[src/rtl/ysyx_22040088_lsu.sv]
// ----------------------------------------------------------------------------
// ysyx_22040088_lsu
//
// Load/store unit that sits after decode. It takes the decoder's memory
// controls, the ALU address and the rs2 store data, and runs one ready/valid
// transaction on the data-memory bus. It returns either an extended load
// result or a store completion. Only one transaction is outstanding at a
// time; busy stalls the pipeline until the response pulse has been sent.
//
// Optional build macro:
//   YSYX_22040088_LSU_TIMEOUT_EN - adds a watchdog. If REQ+WAIT lasts
//   TIMEOUT_CYCLES cycles, the unit completes with resp_err=1.
//
// Ports:
//   clk, rst_n          clock; synchronous active-low reset
//   req_valid/req_ready request handshake (mem_ena / unit idle)
//   mem_wen             1=store, 0=load
//   mem_mask            one-hot size: 0001 dword, 0010 word, 0100 half, 1000 byte
//   sel_rfres           bit2 zero-extend, bit1 sign-extend, bit0 non-load
//   addr, wdata         byte address, LSB-aligned store data
//   resp_valid          one-cycle completion pulse
//   resp_rdata          extended load data (0 for stores and errors)
//   resp_err            misaligned access or watchdog timeout
//   busy                state != IDLE
//   dmem_*              aligned 8-byte data-memory bus
// ----------------------------------------------------------------------------
module ysyx_22040088_lsu #(
  parameter int XLEN           = 64,
  parameter int TIMEOUT_CYCLES = 255
) (
  input  logic            clk,
  input  logic            rst_n,
  input  logic            req_valid,
  output logic            req_ready,
  input  logic            mem_wen,
  input  logic [3:0]      mem_mask,
  input  logic [2:0]      sel_rfres,
  input  logic [XLEN-1:0] addr,
  input  logic [XLEN-1:0] wdata,
  output logic            resp_valid,
  output logic [XLEN-1:0] resp_rdata,
  output logic            resp_err,
  output logic            busy,
  output logic            dmem_req_valid,
  input  logic            dmem_req_ready,
  output logic [XLEN-1:0] dmem_addr,
  output logic            dmem_wen,
  output logic [XLEN-1:0] dmem_wdata,
  output logic [7:0]      dmem_wstrb,
  input  logic            dmem_resp_valid,
  input  logic [XLEN-1:0] dmem_rdata
);

  typedef enum logic [1:0] {S_IDLE, S_REQ, S_WAIT, S_RESP} state_e;
  typedef enum logic [1:0] {SZ_B, SZ_H, SZ_W, SZ_D} size_e;

  state_e          state_q, state_d;
  size_e           size_q, size_d;
  logic            wen_q, wen_d;
  logic            sext_q, sext_d;
  logic [XLEN-1:0] addr_q, addr_d;
  logic [XLEN-1:0] wdata_q, wdata_d;
  logic [XLEN-1:0] rdata_q, rdata_d;
  logic            err_q, err_d;

  // Zero-extension is the fallback whenever sign-extension is not asked
  // for, so bit2 and the non-load flag carry no extra information here.
  logic unused_sel;
  assign unused_sel = sel_rfres[2] ^ sel_rfres[0];

  // Lowest set mask bit wins, so multi-hot masks pick the widest size.
  size_e req_size;
  always_comb begin
    if (mem_mask[0])      req_size = SZ_D;
    else if (mem_mask[1]) req_size = SZ_W;
    else if (mem_mask[2]) req_size = SZ_H;
    else                  req_size = SZ_B;
  end

  logic req_misal;
  always_comb begin
    case (req_size)
      SZ_H:    req_misal = addr[0];
      SZ_W:    req_misal = |addr[1:0];
      SZ_D:    req_misal = |addr[2:0];
      default: req_misal = 1'b0;
    endcase
  end

  // Load extraction: shift the addressed bytes down to bit 0, then extend.
  logic [2:0]      off;
  logic [5:0]      bit_sh;
  logic [XLEN-1:0] rd_shift;
  logic [XLEN-1:0] load_ext;
  assign off      = addr_q[2:0];
  assign bit_sh   = {off, 3'b000};
  assign rd_shift = dmem_rdata >> bit_sh;

  always_comb begin
    case (size_q)
      SZ_B:    load_ext = sext_q ? {{(XLEN-8){rd_shift[7]}},   rd_shift[7:0]}
                                 : {{(XLEN-8){1'b0}},          rd_shift[7:0]};
      SZ_H:    load_ext = sext_q ? {{(XLEN-16){rd_shift[15]}}, rd_shift[15:0]}
                                 : {{(XLEN-16){1'b0}},         rd_shift[15:0]};
      SZ_W:    load_ext = sext_q ? {{(XLEN-32){rd_shift[31]}}, rd_shift[31:0]}
                                 : {{(XLEN-32){1'b0}},         rd_shift[31:0]};
      default: load_ext = rd_shift;
    endcase
  end

  // Byte strobes for stores; dword always covers the whole beat.
  logic [7:0] st_strb;
  always_comb begin
    case (size_q)
      SZ_B:    st_strb = 8'h01 << off;
      SZ_H:    st_strb = 8'h03 << off;
      SZ_W:    st_strb = 8'h0F << off;
      default: st_strb = 8'hFF;
    endcase
  end

`ifdef YSYX_22040088_LSU_TIMEOUT_EN
  localparam int CW = (TIMEOUT_CYCLES > 1) ? $clog2(TIMEOUT_CYCLES) : 1;
  logic [CW-1:0] cnt_q, cnt_d;
  logic          timeout;

  // The counter sits at zero in IDLE, so it is clear on REQ entry; it counts
  // each REQ/WAIT cycle, and the cycle that holds TIMEOUT_CYCLES-1 is the
  // last one spent waiting.
  assign timeout = (state_q == S_REQ || state_q == S_WAIT) &&
                   (cnt_q == CW'(TIMEOUT_CYCLES - 1));

  always_comb begin
    cnt_d = '0;
    if (state_q == S_REQ || state_q == S_WAIT) cnt_d = cnt_q + CW'(1);
  end

  always_ff @(posedge clk) begin
    if (!rst_n) cnt_q <= '0;
    else        cnt_q <= cnt_d;
  end
`else
  localparam int unused_timeout = TIMEOUT_CYCLES;
  logic timeout;
  assign timeout = 1'b0;
`endif

  always_comb begin
    state_d = state_q;
    size_d  = size_q;
    wen_d   = wen_q;
    sext_d  = sext_q;
    addr_d  = addr_q;
    wdata_d = wdata_q;
    rdata_d = rdata_q;
    err_d   = err_q;
    case (state_q)
      S_IDLE: begin
        if (req_valid) begin
          size_d  = req_size;
          wen_d   = mem_wen;
          sext_d  = sel_rfres[1];
          addr_d  = addr;
          wdata_d = wdata;
          rdata_d = '0;
          err_d   = 1'b0;
          // An empty mask completes without touching the bus.
          if (mem_mask == 4'b0000) begin
            state_d = S_RESP;
          end else if (req_misal) begin
            err_d   = 1'b1;
            state_d = S_RESP;
          end else begin
            state_d = S_REQ;
          end
        end
      end
      S_REQ: begin
        if (dmem_req_ready) state_d = S_WAIT;
      end
      S_WAIT: begin
        if (dmem_resp_valid) begin
          rdata_d = wen_q ? '0 : load_ext;
          state_d = S_RESP;
        end
      end
      default: state_d = S_IDLE;
    endcase
    // A real response in WAIT takes priority over the watchdog.
    if (timeout && !(state_q == S_WAIT && dmem_resp_valid)) begin
      rdata_d = '0;
      err_d   = 1'b1;
      state_d = S_RESP;
    end
  end

  always_ff @(posedge clk) begin
    if (!rst_n) begin
      state_q <= S_IDLE;
      size_q  <= SZ_B;
      wen_q   <= 1'b0;
      sext_q  <= 1'b0;
      addr_q  <= '0;
      wdata_q <= '0;
      rdata_q <= '0;
      err_q   <= 1'b0;
    end else begin
      state_q <= state_d;
      size_q  <= size_d;
      wen_q   <= wen_d;
      sext_q  <= sext_d;
      addr_q  <= addr_d;
      wdata_q <= wdata_d;
      rdata_q <= rdata_d;
      err_q   <= err_d;
    end
  end

  // The bus fields come from latched state only, so they stay stable
  // while REQ is stalled by dmem_req_ready.
  logic in_req, in_resp;
  assign in_req  = (state_q == S_REQ);
  assign in_resp = (state_q == S_RESP);

  assign req_ready      = (state_q == S_IDLE);
  assign busy           = (state_q != S_IDLE);
  assign resp_valid     = in_resp;
  assign resp_err       = in_resp & err_q;
  assign resp_rdata     = in_resp ? rdata_q : '0;
  assign dmem_req_valid = in_req;
  assign dmem_addr      = in_req ? {addr_q[XLEN-1:3], 3'b000} : '0;
  assign dmem_wen       = in_req & wen_q;
  assign dmem_wdata     = (in_req && wen_q) ? (wdata_q << bit_sh) : '0;
  assign dmem_wstrb     = (in_req && wen_q) ? st_strb : 8'h00;

endmodule
[config.mk]
export PLATFORM = sky130hd
export DESIGN_NAME = ysyx_22040088_lsu
export DESIGN_NICKNAME = d
export VERILOG_FILES = /design/src/rtl/ysyx_22040088_lsu.sv
export SDC_FILE = /design/constraint.sdc
export NUM_CORES = 1
export LEC_CHECK = 0
export BUFFER_PORTS_ARGS = -buffer_cell sky130_fd_sc_hd__buf_4
export CAP_MARGIN = 20
export CORE_UTILIZATION = 31
export CTS_CLUSTER_DIAMETER = 150
export DETAILED_ROUTE_END_ITERATION = 10
export PLACE_DENSITY = 0.59
export RECOVER_POWER = 25
export SLEW_MARGIN = 40
export SYNTH_ARGS = -nofsm -noshare
export SYNTH_HDL_FRONTEND = slang
export SYNTH_SLANG_ARGS = --single-unit
[constraint.sdc]
create_clock -name clk -period 3.6 [get_ports clk]
set_clock_uncertainty 0.2 [all_clocks]
set_input_delay 0.36 -clock clk [delete_from_list [all_inputs] [get_ports clk]]
set_output_delay 0.36 -clock clk [all_outputs]
set_load 0.005 [all_outputs]
* After elaboration in Yosys (flattened, before gate mapping)
Index checks and enable logic that the tools add are counted.
** Word-level totals
- Register bits after elaboration :: 199
- Output and inout port bits :: 206
** Cells by class
- Eq/ne operators :: 11
- Shift-type cells :: 5
- Muxes and demuxes :: 25
- Bitwise operators :: 2
- Reduce and logical (&&, ||, !) cells :: 11
** Operators with widths (number)
- two-way mux 64 bit :: 9
- case mux 64 bit (3 select lines) :: 1
- case mux 64 bit (2 select lines) :: 1
- left shift 64 x 6 -> 64 bit :: 1
- >> shifter 64 x 6 -> 64 bit :: 1
- case mux 8 bit (3 select lines) :: 1
- two-way mux 2 bit :: 7
- equality test 2 bit (second input constant) :: 5
- two-way mux 8 bit :: 1
- left shift 1 x 3 -> 8 bit (first input constant) :: 1
- left shift 2 x 3 -> 8 bit (first input constant) :: 1
- left shift 4 x 3 -> 8 bit (first input constant) :: 1
- equality test 2 x 1 -> 1 bit (second input constant) :: 3
- inequality test 2 bit (second input constant) :: 3
- case mux 2 bit (3 select lines) :: 1
- AND reduction 3 bit :: 2
- zero test 2 bit :: 2
- zero test 4 bit :: 1
- nonzero test 2 bit :: 2
- two-way mux 1 bit :: 3
- case mux 1 bit (3 select lines) :: 1
- OR reduction 3 bit :: 1
- bitwise AND 1 bit :: 2
- AND reduction 2 bit :: 1
- 2 further kinds :: 2

* Depth between registers and ports, before layout
- Depth in word-level cells :: 9
- Mapped depth :: 9
- Gate-level depth less buffers :: 7

* Least setup slack after synthesis
Ideal clock, no wire load.
- Kind :: reg-to-output
- Start :: register addr_q[1]
- End :: output dmem_wdata[52]
- Data arrival time :: 1.733 ns
- Path slack :: 1.307 ns
- Cell stages (with the launch flop) :: 9
- Cell sequence :: dfxtp_1 buf_6 buf_4 buf_4 buf_2 buf_4 mux4_2 mux2i_1 nor2_1
** Between the ends
- Word-level cells in the longest chain between the ends :: 2
** RTL lines
- start, declared :: line 61 : logic [XLEN-1:0] addr_q, addr_d;
- start signal, assigned :: line 212 : addr_q <= addr_d;
- left shift 64 x 6 -> 64 bit :: line 233 : assign dmem_wdata = (in_req && wen_q) ? (wdata_q << bit_sh) : '0;
- two-way mux 64 bit :: line 233
- end, declared :: line 48 : output logic [XLEN-1:0] dmem_wdata,
Every way passes these cells.

* Worst setup path in the final report
- Start :: register state_q[1]
- End :: output dmem_wdata[15]
** Between the ends
- Word-level cells in the longest chain between the ends :: 3
** RTL lines
- start, declared :: line 57 : state_e state_q, state_d;
- start signal, assigned :: line 208 : state_q <= state_d;
- equality test 2 x 1 -> 1 bit :: line 222 : assign in_req = (state_q == S_REQ);
- logical AND 1 bit :: line 233
- two-way mux 64 bit :: line 233
Every way passes these cells.

==> results_dict.tcl <==
set metrics [dict create \
    status "finished with violations" \
    failed_checks "capacitance limit, slew limit" \
    dp_hpwl_mm 35.9 \
    via_per_inst 5.16 \
    overflow 0 \
    setup_tns_ns 0 \
    worstMarginPinSlew_ns 1.61 \
    path_max_fanout 34 \
    wl_mm 49.2 \
    drv_slew 44 \
    seq_power_share_pct 34.4 \
    synth_edf_count 0 \
    hold_depth 3 \
    min_to "wen_q$_SDFFE_PN0P_" \
    final_net_count 2151 \
    hold_viol 0 \
    combPwrFrac_pct 41.2 \
    yosysSeqAreaShare_pct 33.1 \
    required_ns 3.04 \
    rows 71 \
    timing.max_cap.violations 1 \
    final_cell_mix "buf_4, nand2_1, dfxtp_1" \
    stdcell_count 2460 \
    finalPower_uw 8020 \
    yosys_warnings 0 \
    cts_buffers 17 \
    crit_type "flop to output pin" \
    hp-start "mem_wen" \
    synth_cells 1474 \
    rsz0062_at_grt "false" \
    clock_sinks 199 \
    gp_congestion 0.901 \
    num_vias 12698 \
    postCtsSetupRepairBufs 0 \
    swShare_pct 40.5 \
    clock_path_buffers 2 \
    syn_to_final_growth_pct 43.5 \
    p_leak_uw 0.00718 \
    vdd_drop_max_mv 0.350 \
    p_int_uw 4770 \
    cts.repair.resized 0 \
    r2r_cells 6 \
    dp_cells 2305 \
    p_switching_uw 3250 \
    h-tree-depth 4 \
    coreArea_um2 37900 \
    drive_above_1_share_pct 30.7 \
    die_area_um2 39600 \
    drt_pass1_iterations 5 \
    grt_pass1_vias 12573 \
    drcViolationCount 0 \
    setup_viol_count_final 0 \
    grt_pass1_wl_mm 73.4 \
    grt_util_all_layers_pct 24.4 \
    r2r-end "addr_q[53]$_SDFFE_PN0P_" \
    min_path_type "input port to flop" \
    drtAntennaViolNets 0 \
    fin_crit_ns 3.28 \
    clk_pin_slew_ns 0.08 \
    cts_tree "done" \
    initial_core_util_pct 31.8 \
    rr_startpoint "state_q[0]$_SDFFE_PN0P_" \
    clock.fmax_mhz 305 \
    cp-start-kind "flop" \
    fillers 3779 \
    ff2ff_setup_slack_ns 0.35 \
    worstPathArrival_ns 2.72 \
    wl_per_cell_um 20.0 \
    dieHeight_um 199 \
    timing.final.crit_share_pct 91.2 \
    syn_avg_cell_area_um2 8.17 \
    cts-hold-fix-buffers 123 \
    synth-async-reset-ratio_pct 0 \
    clkLatencyLatePin_ns 0.46 \
    ys_types 55 \
    grt_max_degree 98 \
    synthFlopType "dfxtp_1" \
    synth.ff_latch_count 199 \
    first_iter_violations 852 \
    synth_area_um2 12000 \
    die_w_um 199 \
    antenna_found_initial 0 \
    clock_power_share_pct 24.4 \
    crit_path_end_kind "output pin" \
    insertedDiodeCount 0 \
    cellPowerDensity_nw_per_um2 464 \
    num_io_pins 411 \
    slew_headroom_pct -7.70 \
    portBuffers 405 \
    final_common_cell "buf_4" \
    cts-root-buf "clkbuf_16" \
]
worst max-delay path, cell delays in order, from the launching register on:
cell	delay, ns
dfxtp_1	0.35
inv_1	0.09
ha_1	0.17
nand2_1	0.09
clkbuf_1	0.28
nor2_2	0.14
buf_4	0.36
nand2_1	0.33
nor2_1	0.30
buf_4	0.16
Yosys cell counts (all sizes together) (3+ instances only):
cell type / instances / area [um2]
a222oi: 10 / 100
inv: 12 / 45.1
o21ai: 48 / 304
buf: 53 / 329
nor3: 8 / 45.0
mux2i: 85 / 863
o31ai: 18 / 200
a311oi: 4 / 35.0
a22oi: 11 / 82.6
mux2: 21 / 236
clkbuf: 77 / 289
nand2b: 6 / 37.5
nor2: 83 / 312
dfxtp: 199 / 3980
and3: 10 / 62.6
mux4: 50 / 1130
o21a: 3 / 22.5
a221oi: 5 / 43.8
a22o: 10 / 87.6
a211o: 8 / 70.1
a211oi: 22 / 165
nand2: 352 / 1320
ha: 10 / 125
o2bb2ai: 4 / 35.0
and2: 150 / 938
nor2b: 8 / 50.1
a21oi: 185 / 926
sequential cells by signal (all words and copies together) (netlist names):
signal and cells:
err_q 1, addr_q 64, size_q 2, sext_q 1, state_q 2, wdata_q 64
wen_q 1, rdata_q 64
how the worst max path moves through the flow:
stage                            start                  endpoint  slack [ns]
3_5_place_dp    addr_q[0]$_SDFFE_PN0P_  rdata_q[63]$_SDFFE_PN0P_        0.80
4_1_cts         addr_q[0]$_SDFFE_PN0P_            dmem_wdata[58]        0.30
6_report       state_q[1]$_SDFFE_PN0P_            dmem_wdata[15]        0.32
5_1_grt        state_q[0]$_SDFFE_PN0P_   addr_q[53]$_SDFFE_PN0P_        0.11
3_3_place_gp    addr_q[0]$_SDFFE_PN0P_            dmem_wdata[58]        0.84
2_1_floorplan   addr_q[1]$_SDFFE_PN0P_            dmem_wdata[52]        1.31
kinds of logic after synthesis:
group | synth area share, %
AOI/OAI and AO/OA | 18.5
DFF | 33.1
other | 0.0311
adders and majority gates | 1.04
muxes | 18.5
and+or+nand+nor | 23.4
buffers and inverters | 5.57
power by group through the flow:
stage	logic, uW	registers, uW	clock network, uW
2_1_floorplan	2170	2670	0
5_1_grt	3610	2800	2080
6_report	3300	2760	1960
3_3_place_gp	3160	2790	0
3_5_place_dp	3190	2810	0
4_1_cts	3320	2760	2010
cell type report:
cell class,count,area (um2),area share [%]
well taps,511,639,3.70
flip-flops and latches,199,3990,23.1
repair buffers,571,4610,26.6
clock buffers,18,439,2.54
multi-input cells,1133,7420,42.9
inverters,14,55.1,0.318
clock inverters,14,139,0.803
metrics by stage:
stage	utilization, %	hold slack, ns	cell area (um2)	worst slack [ns]
2_1_floorplan	-	0.217	12100	1.31
3_3_place_gp	40.9	0.231	15500	0.836
3_5_place_dp	40.9	0.234	15500	0.795
4_1_cts	45.7	0.00700	17300	0.304
5_1_grt	45.6	0.00906	17300	0.106
6_report	45.6	0.0192	17300	0.317
metal layers:
metal	vias up	track usage (%)	part of all wire [%]
li1	6024	-	-
met1	6019	29.4	40
met2	578	42.0	49
met3	77	4.89	7.9
met4	0	10.4	3.5
met5	-	0	0
Power figures use the tool's default switching activity.
